**src/rtl/serial_slave_regfile.sv**
```systemverilog
// serial_slave_regfile: framed one-bit-per-clock serial slave with a small register bank.
// Frame (MSB first): start(0), address, R/W (1=read), ACK slot, index, data.
// Writes land in reg[idx]. Reads shift reg[idx] out on TX.
// Ports:
//   CLK, RST    - clock and synchronous active-high reset
//   RX, TX      - serial in and registered serial out; both idle high
//   BUSY        - high while a frame is in progress
//   DONE, ERR   - one-cycle pulses at the end of a matched frame; ERR marks an index >= NREGS
//   HOST_IDX, HOST_RDATA - combinational host-side register peek
module serial_slave_regfile #(
  parameter int                ADDR_W   = 8,
  parameter logic [ADDR_W-1:0] DEV_ADDR = 8'h4D,
  parameter int                DATA_W   = 8,
  parameter int                NREGS    = 4,
  parameter int                IDX_W    = (NREGS > 1) ? $clog2(NREGS) : 1
) (
  input  logic              CLK,
  input  logic              RST,
  input  logic              RX,
  output logic              TX,
  output logic              BUSY,
  output logic              DONE,
  output logic              ERR,
  input  logic [IDX_W-1:0]  HOST_IDX,
  output logic [DATA_W-1:0] HOST_RDATA
);

  // Wide enough for the longest field count and for the skip length.
  localparam int CNT_W = $clog2(ADDR_W + IDX_W + DATA_W + 2);
  localparam logic [CNT_W-1:0] SKIP_LEN = CNT_W'(1 + IDX_W + DATA_W);

  typedef enum logic [2:0] {
    IDLE,
    ADDR,
    RW,
    ACK,
    IDX,
    WDATA,
    RDATA,
    SKIP
  } state_t;

  state_t              state_q, state_d;
  logic [CNT_W-1:0]    cnt_q, cnt_d;
  logic [ADDR_W-1:0]   addr_q, addr_d;
  logic [IDX_W-1:0]    idx_q, idx_d;
  logic [DATA_W-1:0]   shift_q, shift_d;
  logic                rw_q, rw_d;
  logic                tx_q, tx_d;
  logic                done_q, done_d;
  logic                err_q, err_d;
  logic                wr_en;

  logic [DATA_W-1:0]   regs [NREGS];

  // Index value including the bit sampled on this edge; used on the last index edge.
  logic [IDX_W-1:0]    idx_shift;
  logic [DATA_W-1:0]   rd_word;
  logic                idx_ok;

  assign idx_shift = IDX_W'({idx_q, RX});
  assign idx_ok    = (int'(idx_q) < NREGS);

  // Register selected by the completed index; out-of-range reads return zero.
  always_comb begin
    rd_word = '0;
    for (int i = 0; i < NREGS; i++) begin
      if (idx_shift == IDX_W'(i)) rd_word = regs[i];
    end
  end

  always_comb begin
    HOST_RDATA = '0;
    for (int i = 0; i < NREGS; i++) begin
      if (HOST_IDX == IDX_W'(i)) HOST_RDATA = regs[i];
    end
  end

  // Next-state and datapath logic.
  always_comb begin
    state_d = state_q;
    cnt_d   = cnt_q;
    addr_d  = addr_q;
    idx_d   = idx_q;
    shift_d = shift_q;
    rw_d    = rw_q;
    tx_d    = tx_q;
    done_d  = 1'b0;
    err_d   = 1'b0;
    wr_en   = 1'b0;

    case (state_q)
      IDLE: begin
        tx_d = 1'b1;
        if (!RX) begin
          state_d = ADDR;
          cnt_d   = '0;
        end
      end

      ADDR: begin
        addr_d = ADDR_W'({addr_q, RX});
        if (cnt_q == CNT_W'(ADDR_W - 1)) begin
          state_d = RW;
          cnt_d   = '0;
        end else begin
          cnt_d = cnt_q + CNT_W'(1);
        end
      end

      RW: begin
        if (addr_q == DEV_ADDR) begin
          rw_d    = RX;
          tx_d    = 1'b0;   // acknowledge during the following cycle
          state_d = ACK;
        end else begin
          // Stay silent for the rest of the frame so frame length never depends on match.
          state_d = SKIP;
          cnt_d   = SKIP_LEN;
        end
      end

      ACK: begin
        tx_d    = 1'b1;
        state_d = IDX;
        cnt_d   = '0;
      end

      IDX: begin
        idx_d = idx_shift;
        if (cnt_q == CNT_W'(IDX_W - 1)) begin
          cnt_d = '0;
          if (rw_q) begin
            shift_d = rd_word;
            tx_d    = rd_word[DATA_W-1];
            state_d = RDATA;
          end else begin
            state_d = WDATA;
          end
        end else begin
          cnt_d = cnt_q + CNT_W'(1);
        end
      end

      RDATA: begin
        // cnt_q counts bits already presented; the edge after the LSB cycle ends the frame.
        if (cnt_q == CNT_W'(DATA_W - 1)) begin
          tx_d    = 1'b1;
          done_d  = 1'b1;
          err_d   = !idx_ok;
          state_d = IDLE;
          cnt_d   = '0;
        end else begin
          shift_d = shift_q << 1;
          tx_d    = shift_d[DATA_W-1];
          cnt_d   = cnt_q + CNT_W'(1);
        end
      end

      WDATA: begin
        shift_d = DATA_W'({shift_q, RX});
        if (cnt_q == CNT_W'(DATA_W - 1)) begin
          wr_en   = idx_ok;
          done_d  = 1'b1;
          err_d   = !idx_ok;
          state_d = IDLE;
          cnt_d   = '0;
        end else begin
          cnt_d = cnt_q + CNT_W'(1);
        end
      end

      SKIP: begin
        tx_d  = 1'b1;
        cnt_d = cnt_q - CNT_W'(1);
        if (cnt_q == CNT_W'(1)) state_d = IDLE;
      end

      default: begin
        state_d = IDLE;
        tx_d    = 1'b1;
        cnt_d   = '0;
      end
    endcase
  end

  always_ff @(posedge CLK) begin
    if (RST) begin
      state_q <= IDLE;
      cnt_q   <= '0;
      addr_q  <= '0;
      idx_q   <= '0;
      shift_q <= '0;
      rw_q    <= 1'b0;
      tx_q    <= 1'b1;
      done_q  <= 1'b0;
      err_q   <= 1'b0;
      for (int i = 0; i < NREGS; i++) regs[i] <= '0;
    end else begin
      state_q <= state_d;
      cnt_q   <= cnt_d;
      addr_q  <= addr_d;
      idx_q   <= idx_d;
      shift_q <= shift_d;
      rw_q    <= rw_d;
      tx_q    <= tx_d;
      done_q  <= done_d;
      err_q   <= err_d;
      for (int i = 0; i < NREGS; i++) begin
        if (wr_en && idx_q == IDX_W'(i)) regs[i] <= shift_d;
      end
    end
  end

  assign TX   = tx_q;
  assign BUSY = (state_q != IDLE);
  assign DONE = done_q;
  assign ERR  = err_q;

endmodule

```
**config.mk**
```make
export PLATFORM = sky130hd
export DESIGN_NAME = serial_slave_regfile
export DESIGN_NICKNAME = d
export VERILOG_FILES = /design/src/rtl/serial_slave_regfile.sv
export SDC_FILE = /design/constraint.sdc
export NUM_CORES = 1
export LEC_CHECK = 0
export ABC_AREA = 1
export CAP_MARGIN = 10
export CELL_PAD_IN_SITES_DETAIL_PLACEMENT = 1
export CELL_PAD_IN_SITES_GLOBAL_PLACEMENT = 2
export CORE_MARGIN = 1
export CORE_UTILIZATION = 39
export CTS_BUF_LIST = sky130_fd_sc_hd__clkbuf_4 sky130_fd_sc_hd__clkbuf_8
export CTS_CLUSTER_DIAMETER = 100
export DETAILED_ROUTE_END_ITERATION = 16
export HOLD_SLACK_MARGIN = 0.12
export MAX_ROUTING_LAYER = met4
export PLACE_DENSITY = 0.87
export SETUP_SLACK_MARGIN = 0.1
export SYNTH_ARGS = -nofsm -noshare
export SYNTH_HDL_FRONTEND = slang
export SYNTH_SLANG_ARGS = --single-unit
export TNS_END_PERCENT = 50
```
**constraint.sdc**
```tcl
create_clock -name CLK -period 3.85 [get_ports CLK]
set_input_delay 0.5775 -clock CLK [delete_from_list [all_inputs] [get_ports CLK]]
set_output_delay 0.5775 -clock CLK [all_outputs]
set_load 0.005 [all_outputs]
```
==> impl_metrics.toml, run 1 <==
[floorplan]
pin_count = 17
core_area_um2 = 8760
die_y_um = 97.2
start_util_pct = 40.3
die_w_um = 97.2
num_rows = 34
dieArea_um2 = 9440

[placed_design]
io_buffers = 15
routabilityCongestion = 0.853
hpwl_um = 7730
dpl-instance-area_um2 = 3720

[detailed_routing]
ant_nets = 0
drc = 0
vias = 3247
wl_per_cell_um = 17.3
wl_um = 10500
firstDrtPassIters = 4
drtIter0Drc = 83
viasPerCell = 5.34

[critical_path]
ff2ff_setup_slack_ns = 1.50
cp_max_fo = 11
cp.arrival_ns = 2.69
r2r-start = "cnt_q[0]$_SDFFE_PP0P_"
cp_data_required_time_ns = 3.27
r2r_end = "regs[0][7]$_SDFFCE_PN0P_"
crit_type = "in2out"
crit_path_start_kind = "primary input"
critical_path.max_stage_delay_ns = 0.60
worstPathCellList = "clkdlybuf4s50_1, nor2_1, a221oi_1, a21oi_1, clkdlybuf4s50_1"
crit_path_end_kind = "primary output"
cpMostUsedCell = "clkdlybuf4s50_1"
r2r_cells = 7
crit_slowest_cell = "clkdlybuf4s50_1"

[finish]
antenna_cells = 0
drive_above_1_share_pct = 10.6
postLayoutCellArea_um2 = 3940
areaGrowthSynthToFinish_pct = 11.6
fill_cells = 1119
final_nets = 503
utilization_pct = 45.0

[yosys]
yosysWarnings = 0
synth_flop_cell = "edfxtp_1"
avgSynthCellArea_um2 = 7.33
syn_area_um2 = 3530
ys_top_cells_by_area = "edfxtp_1, dfxtp_1, nand2_1, nor2_1, a21oi_1"
yosysSeqAreaShare_pct = 43.6
synth_top_cell_area_share_pct = 27.2
synth_top_cell_by_area = "edfxtp_1"
ys_seq_elements = 61
synth-edff-count = 32
syn-num-nets = 490
synthTopCellsByCount = "nand2_1, nor2_1, inv_1, a21oi_1"
async_flop_share_pct = 0
synth_cell_types = 35
synth_cells = 482
yosysMostFrequentCell = "nand2_1"

[timing]
fmax_ghz = 0.306
maxSlewViolCount = 0
finalHoldViolCount = 0
relSlewSlack_pct = 56.9
setup_tns_ns = 0
finalCritPeriodShare_pct = 84.9
finalCriticalPeriod_ns = 3.27
finalSetupViolations = 0
hold_slack_ns = 0.483
clock_skew_ns = 0.0117
rsz0062_at_grt = "no"
worst_pin_slew_ns = 0.645

[global_routing]
grt_util_all_layers_pct = 24.4
grt_pass1_vias = 3538
grt_pass1_wl_um = 17400
antenna_found_initial = 0
grt_max_degree = 19
gr-total-overflow = 0

[cts]
cts.path.max_buffers = 2
cts_buffers = 9
clk_latency_ns = 0.35
cts_setup_buffers = 0
clock-sinks = 61
cts_hold_buffers = 0
cts-root-buf = "clkbuf_8"
cts_tree = "done"
clkTransAtPathRegs_ns = 0.07
cts_resized = 0
h-tree-depth = 3

[worst_hold_path]
min_to = "addr_q[7]$_SDFFE_PP0N_"
hold_path_class = "reg2reg"
min_from = "addr_q[6]$_SDFFE_PP0N_"
hold-path-cell-count = 2

[run]
maxCapViolations = 0

[power]
p_leak_nw = 1.58
vdd_drop_max_mv = 0.297
powerDensity_nw_per_um2 = 600

[status]
status = "finished, final reports clean"
[per-stage QoR]
step / instances / power [mW] / worst slack [ns]
finish: 608 / 2.36 / 0.580
global route: 608 / 2.54 / 0.478
CTS: 608 / 2.38 / 0.611
detailed placement: 592 / 1.74 / 0.625
global placement: 592 / 1.71 / 0.737
floorplan: 482 / 1.51 / 1.91
[kinds of logic after synthesis]
logic type	Yosys count	synth area share, %
other	1	0.106
adders and majority gates	3	1.06
AOI/OAI and AO/OA	85	13.0
and+or+nand+nor	268	33.7
DFF	61	43.6
buffers and inverters	63	8.18
xor gates and xnor gates	1	0.248
[area by class of cell]
cell class	count	area (um^2)	area share, %
Inverter	48	180	4.57
Clock inverter	6	87.6	2.22
Clock buffer	10	131	3.33
Timing Repair Buffer	17	165	4.19
Tap cell	108	135	3.43
Multi-Input combinational cell	358	1700	43.2
Sequential cell	61	1540	39.1
[worst max path at each step]
stage / start / end / slack, ns / cells past startpoint
floorplan: HOST_IDX[0] / HOST_RDATA[0] / 1.91 / 4
CTS: HOST_IDX[0] / HOST_RDATA[7] / 0.61 / 5
global placement: HOST_IDX[0] / HOST_RDATA[7] / 0.74 / 5
finish: HOST_IDX[0] / HOST_RDATA[7] / 0.58 / 5
detailed placement: HOST_IDX[0] / HOST_RDATA[7] / 0.62 / 5
global route: HOST_IDX[0] / HOST_RDATA[6] / 0.48 / 5
[registers in the layout, summed over array words and instances (netlist names)]
register	flops
state_q	3
DONE	1
addr_q	8
cnt_q	5
TX	1
regs	32
rw_q	1
idx_q	2
shift_q	8
[critical path: cells and delay by family]
kind | cells | cell delay [ns]
buf+inv | 2 | 1.14
simple gates | 1 | 0.57
compound gates | 2 | 0.41
[placed cells by master, fill, tap and decap left out, drive strengths merged, types with 4 or more instances in the layout]
cell type / instances
nand2: 139
nor2: 80
inv: 47
a21oi: 40
o21ai: 34
edfxtp: 32
dfxtp: 29
nand3: 28
clkdlybuf4s50: 15
clkbuf: 10
nand4: 9
or2: 8
a221oi: 4
[where the power goes]
part	switching [mW]	internal, mW	total [mW]
clock	0.268	0.370	0.639
sequential	0.125	0.791	0.916
combinational	0.537	0.274	0.810
[per-layer routing]
layer	GRT usage, %	up-vias	routed length [um]
met5	-	-	0
met4	11.0	0	293
met3	2.81	25	296
met2	42.3	55	5300
met1	28.5	1564	4610
li1	-	1603	-
(Power assumes the default switching activity.)
==> run 2, diff against run 1 <==
--- a/config.mk
+++ b/config.mk
@@ -10,13 +10,13 @@
 export CELL_PAD_IN_SITES_DETAIL_PLACEMENT = 1
 export CELL_PAD_IN_SITES_GLOBAL_PLACEMENT = 2
 export CORE_MARGIN = 1
-export CORE_UTILIZATION = 39
+export CORE_UTILIZATION = 33
 export CTS_BUF_LIST = sky130_fd_sc_hd__clkbuf_4 sky130_fd_sc_hd__clkbuf_8
 export CTS_CLUSTER_DIAMETER = 100
 export DETAILED_ROUTE_END_ITERATION = 16
 export HOLD_SLACK_MARGIN = 0.12
 export MAX_ROUTING_LAYER = met4
-export PLACE_DENSITY = 0.87
+export PLACE_DENSITY = 0.78
 export SETUP_SLACK_MARGIN = 0.1
 export SYNTH_ARGS = -nofsm -noshare
 export SYNTH_HDL_FRONTEND = slang
==> constraint.sdc (replaced) <==
create_clock -name CLK -period 2.9 [get_ports CLK]
set_input_delay 0.435 -clock CLK [delete_from_list [all_inputs] [get_ports CLK]]
set_output_delay 0.435 -clock CLK [all_outputs]
set_load 0.005 [all_outputs]
==> run 2 against run 1 <==
  * Final cell count increased by 5.3%
  * Clock skew about the same
  * Flip-flop and latch count unchanged
  * Die area increased by 18%
  * Count of clock-buffer cells in the layout increased by 2
  * Design area increased by 1.3%
  * Setup slack got worse by 0.31 ns
  * Power increased by 30%
  * Register-to-register slack got worse by 0.92 ns
==> impl_metrics.toml, run 2 (synthesis results as in run 1) <==
[critical_path]
critical_path_buf_inv_count = 3
crit_slowest_cell = "clkdlybuf4s50_1"
critical_path.max_stage_delay_ns = 0.56
worstPathCellList = "clkdlybuf4s50_1, nand2_1, inv_1, a221oi_1, a21oi_1, clkdlybuf4s50_1"
cp_max_fo = 8
cp.arrival_ns = 2.20
crit_type = "in2out"
crit_path_start_kind = "primary input"
crit_path_end_kind = "primary output"
cpMostUsedCell = "clkdlybuf4s50_1"
crit_family = "buffers and inverters"
cp_data_required_time_ns = 2.47

[detailed_routing]
ant_nets = 0
drc = 0
vias = 3200
wl_per_cell_um = 15.9
firstDrtPassIters = 4
drtIter0Drc = 134
wl_um = 10200
viasPerCell = 5.00

[placed_design]
io_buffers = 15
routabilityCongestion = 0.809
dpl-instance-area_um2 = 3790
hpwl_um = 7600

[power]
p_clk_share_pct = 25.7
p_switching_mw = 1.22
pwr-share-seq_pct = 39.1
vdd_drop_max_mv = 0.488
p_leak_nw = 1.59
p_int_mw = 1.86
switching_share_pct = 39.7
p_comb_share_pct = 35.2
powerDensity_nw_per_um2 = 771

[timing]
worst_pin_slew_ns = 0.503
finalHoldViolCount = 0
relSlewSlack_pct = 66.4
maxSlewViolCount = 0
fmax_ghz = 0.380
finalCritPeriodShare_pct = 90.7
rsz0062_at_grt = "no"
finalSetupViolations = 0
setup_tns_ns = 0
finalCriticalPeriod_ns = 2.63
clock_skew_ns = 0.0112

[global_routing]
grt_max_degree = 19
grt_pass1_vias = 3268
gr-total-overflow = 0
grt_util_all_layers_pct = 20.0
grt_pass1_wl_um = 16600
antenna_found_initial = 0

[finish]
top_regs = "regs: 32 flops, addr_q: 8 flops, shift_q: 8 flops"
regMostFlops = "regs"
final_nets = 507
antenna_cells = 0
final_cell_mix = "nand2_1, nor2_1, inv_1, a21oi_1"
drive_above_1_share_pct = 11.7
postLayoutCellArea_um2 = 3990
largest_reg_flops = 32
final_common_cell = "nand2_1"
areaGrowthSynthToFinish_pct = 13.1

[cts]
clk_latency_ns = 0.35
cts_tree = "done"
cts_setup_buffers = 0
clock-sinks = 61
clkTransAtPathRegs_ns = 0.07
cts.path.max_buffers = 2
h-tree-depth = 3
cts-root-buf = "clkbuf_8"
cts_hold_buffers = 0
cts_buffers = 9

[floorplan]
die_w_um = 105
num_rows = 37
die_y_um = 105
pin_count = 17
dieArea_um2 = 11100
core_area_um2 = 10400
start_util_pct = 34.1

[status]
status = "finished, final reports clean"

[worst_hold_path]
hold_path_class = "reg2reg"

[run]
maxCapViolations = 0
[run 2: through the flow]
step	std cells	total power [mW]	util (%)	hold slack, ns	setup slack [ns]
CTS	640	3.11	38.5	0.492	0.156
finish	640	3.08	38.5	0.485	0.270
detailed placement	624	2.32	36.5	0.481	0.170
global route	640	3.30	38.5	0.520	0.134
floorplan	482	2.01	-	0.449	1.12
global placement	624	2.29	36.5	0.469	0.230
[run 2: worst min-delay path: cells and delay by family, from the launching register on]
family / cells / cell delay, ns
AND/OR/NAND/NOR: 1 / 0.06
flip-flops: 1 / 0.33
AO/OA/AOI/OAI: 1 / 0.05
[run 2: area by class of cell]
cell class,instances,area [um^2]
inverters,48,180
well taps,136,170
clock buffers,12,153
repair buffers,21,195
fillers,1327,6380
clock inverters,4,50.0
flip-flops and latches,61,1540
multi-input cells,358,1700
[run 2: path summary, 6_finish.rpt]
check | startpoint | end | slack, ns | depth (start not counted)
worst min-delay path | addr_q[0]$_SDFFE_PP0N_ | addr_q[0]$_SDFFE_PP0N_ | 0.48 | 2
worst min register to register | addr_q[0]$_SDFFE_PP0N_ | addr_q[0]$_SDFFE_PP0N_ | 0.48 | 2
worst max register to register | cnt_q[0]$_SDFFE_PP0P_ | regs[1][4]$_SDFFCE_PN0P_ | 0.58 | 7
worst max-delay path | HOST_IDX[0] | HOST_RDATA[2] | 0.27 | 6
[run 2: power by group through the flow]
stage               registers, mW  clock network (mW)  logic, mW
global placement             1.22                   0       1.07
finish                       1.20               0.792       1.09
global route                 1.23               0.843       1.23
floorplan                    1.16                   0      0.851
detailed placement           1.22                   0       1.09
CTS                          1.20               0.809       1.10
[run 2: metal layers]
layer / GRT usage, % / wire length, um / up-vias
met4: 8.45 / 208 / 0
li1: - / - / 1611
met1: 23.7 / 4700 / 1529
met3: 3.40 / 274 / 16
met5: - / 0 / -
met2: 33.6 / 4980 / 44
[run 2: timing repair]
action / CTS / global route
setup endpoints to repair: 0 / 3
endpoints found under the hold margin: 0 / 0
gates resized for setup: 0 / 1
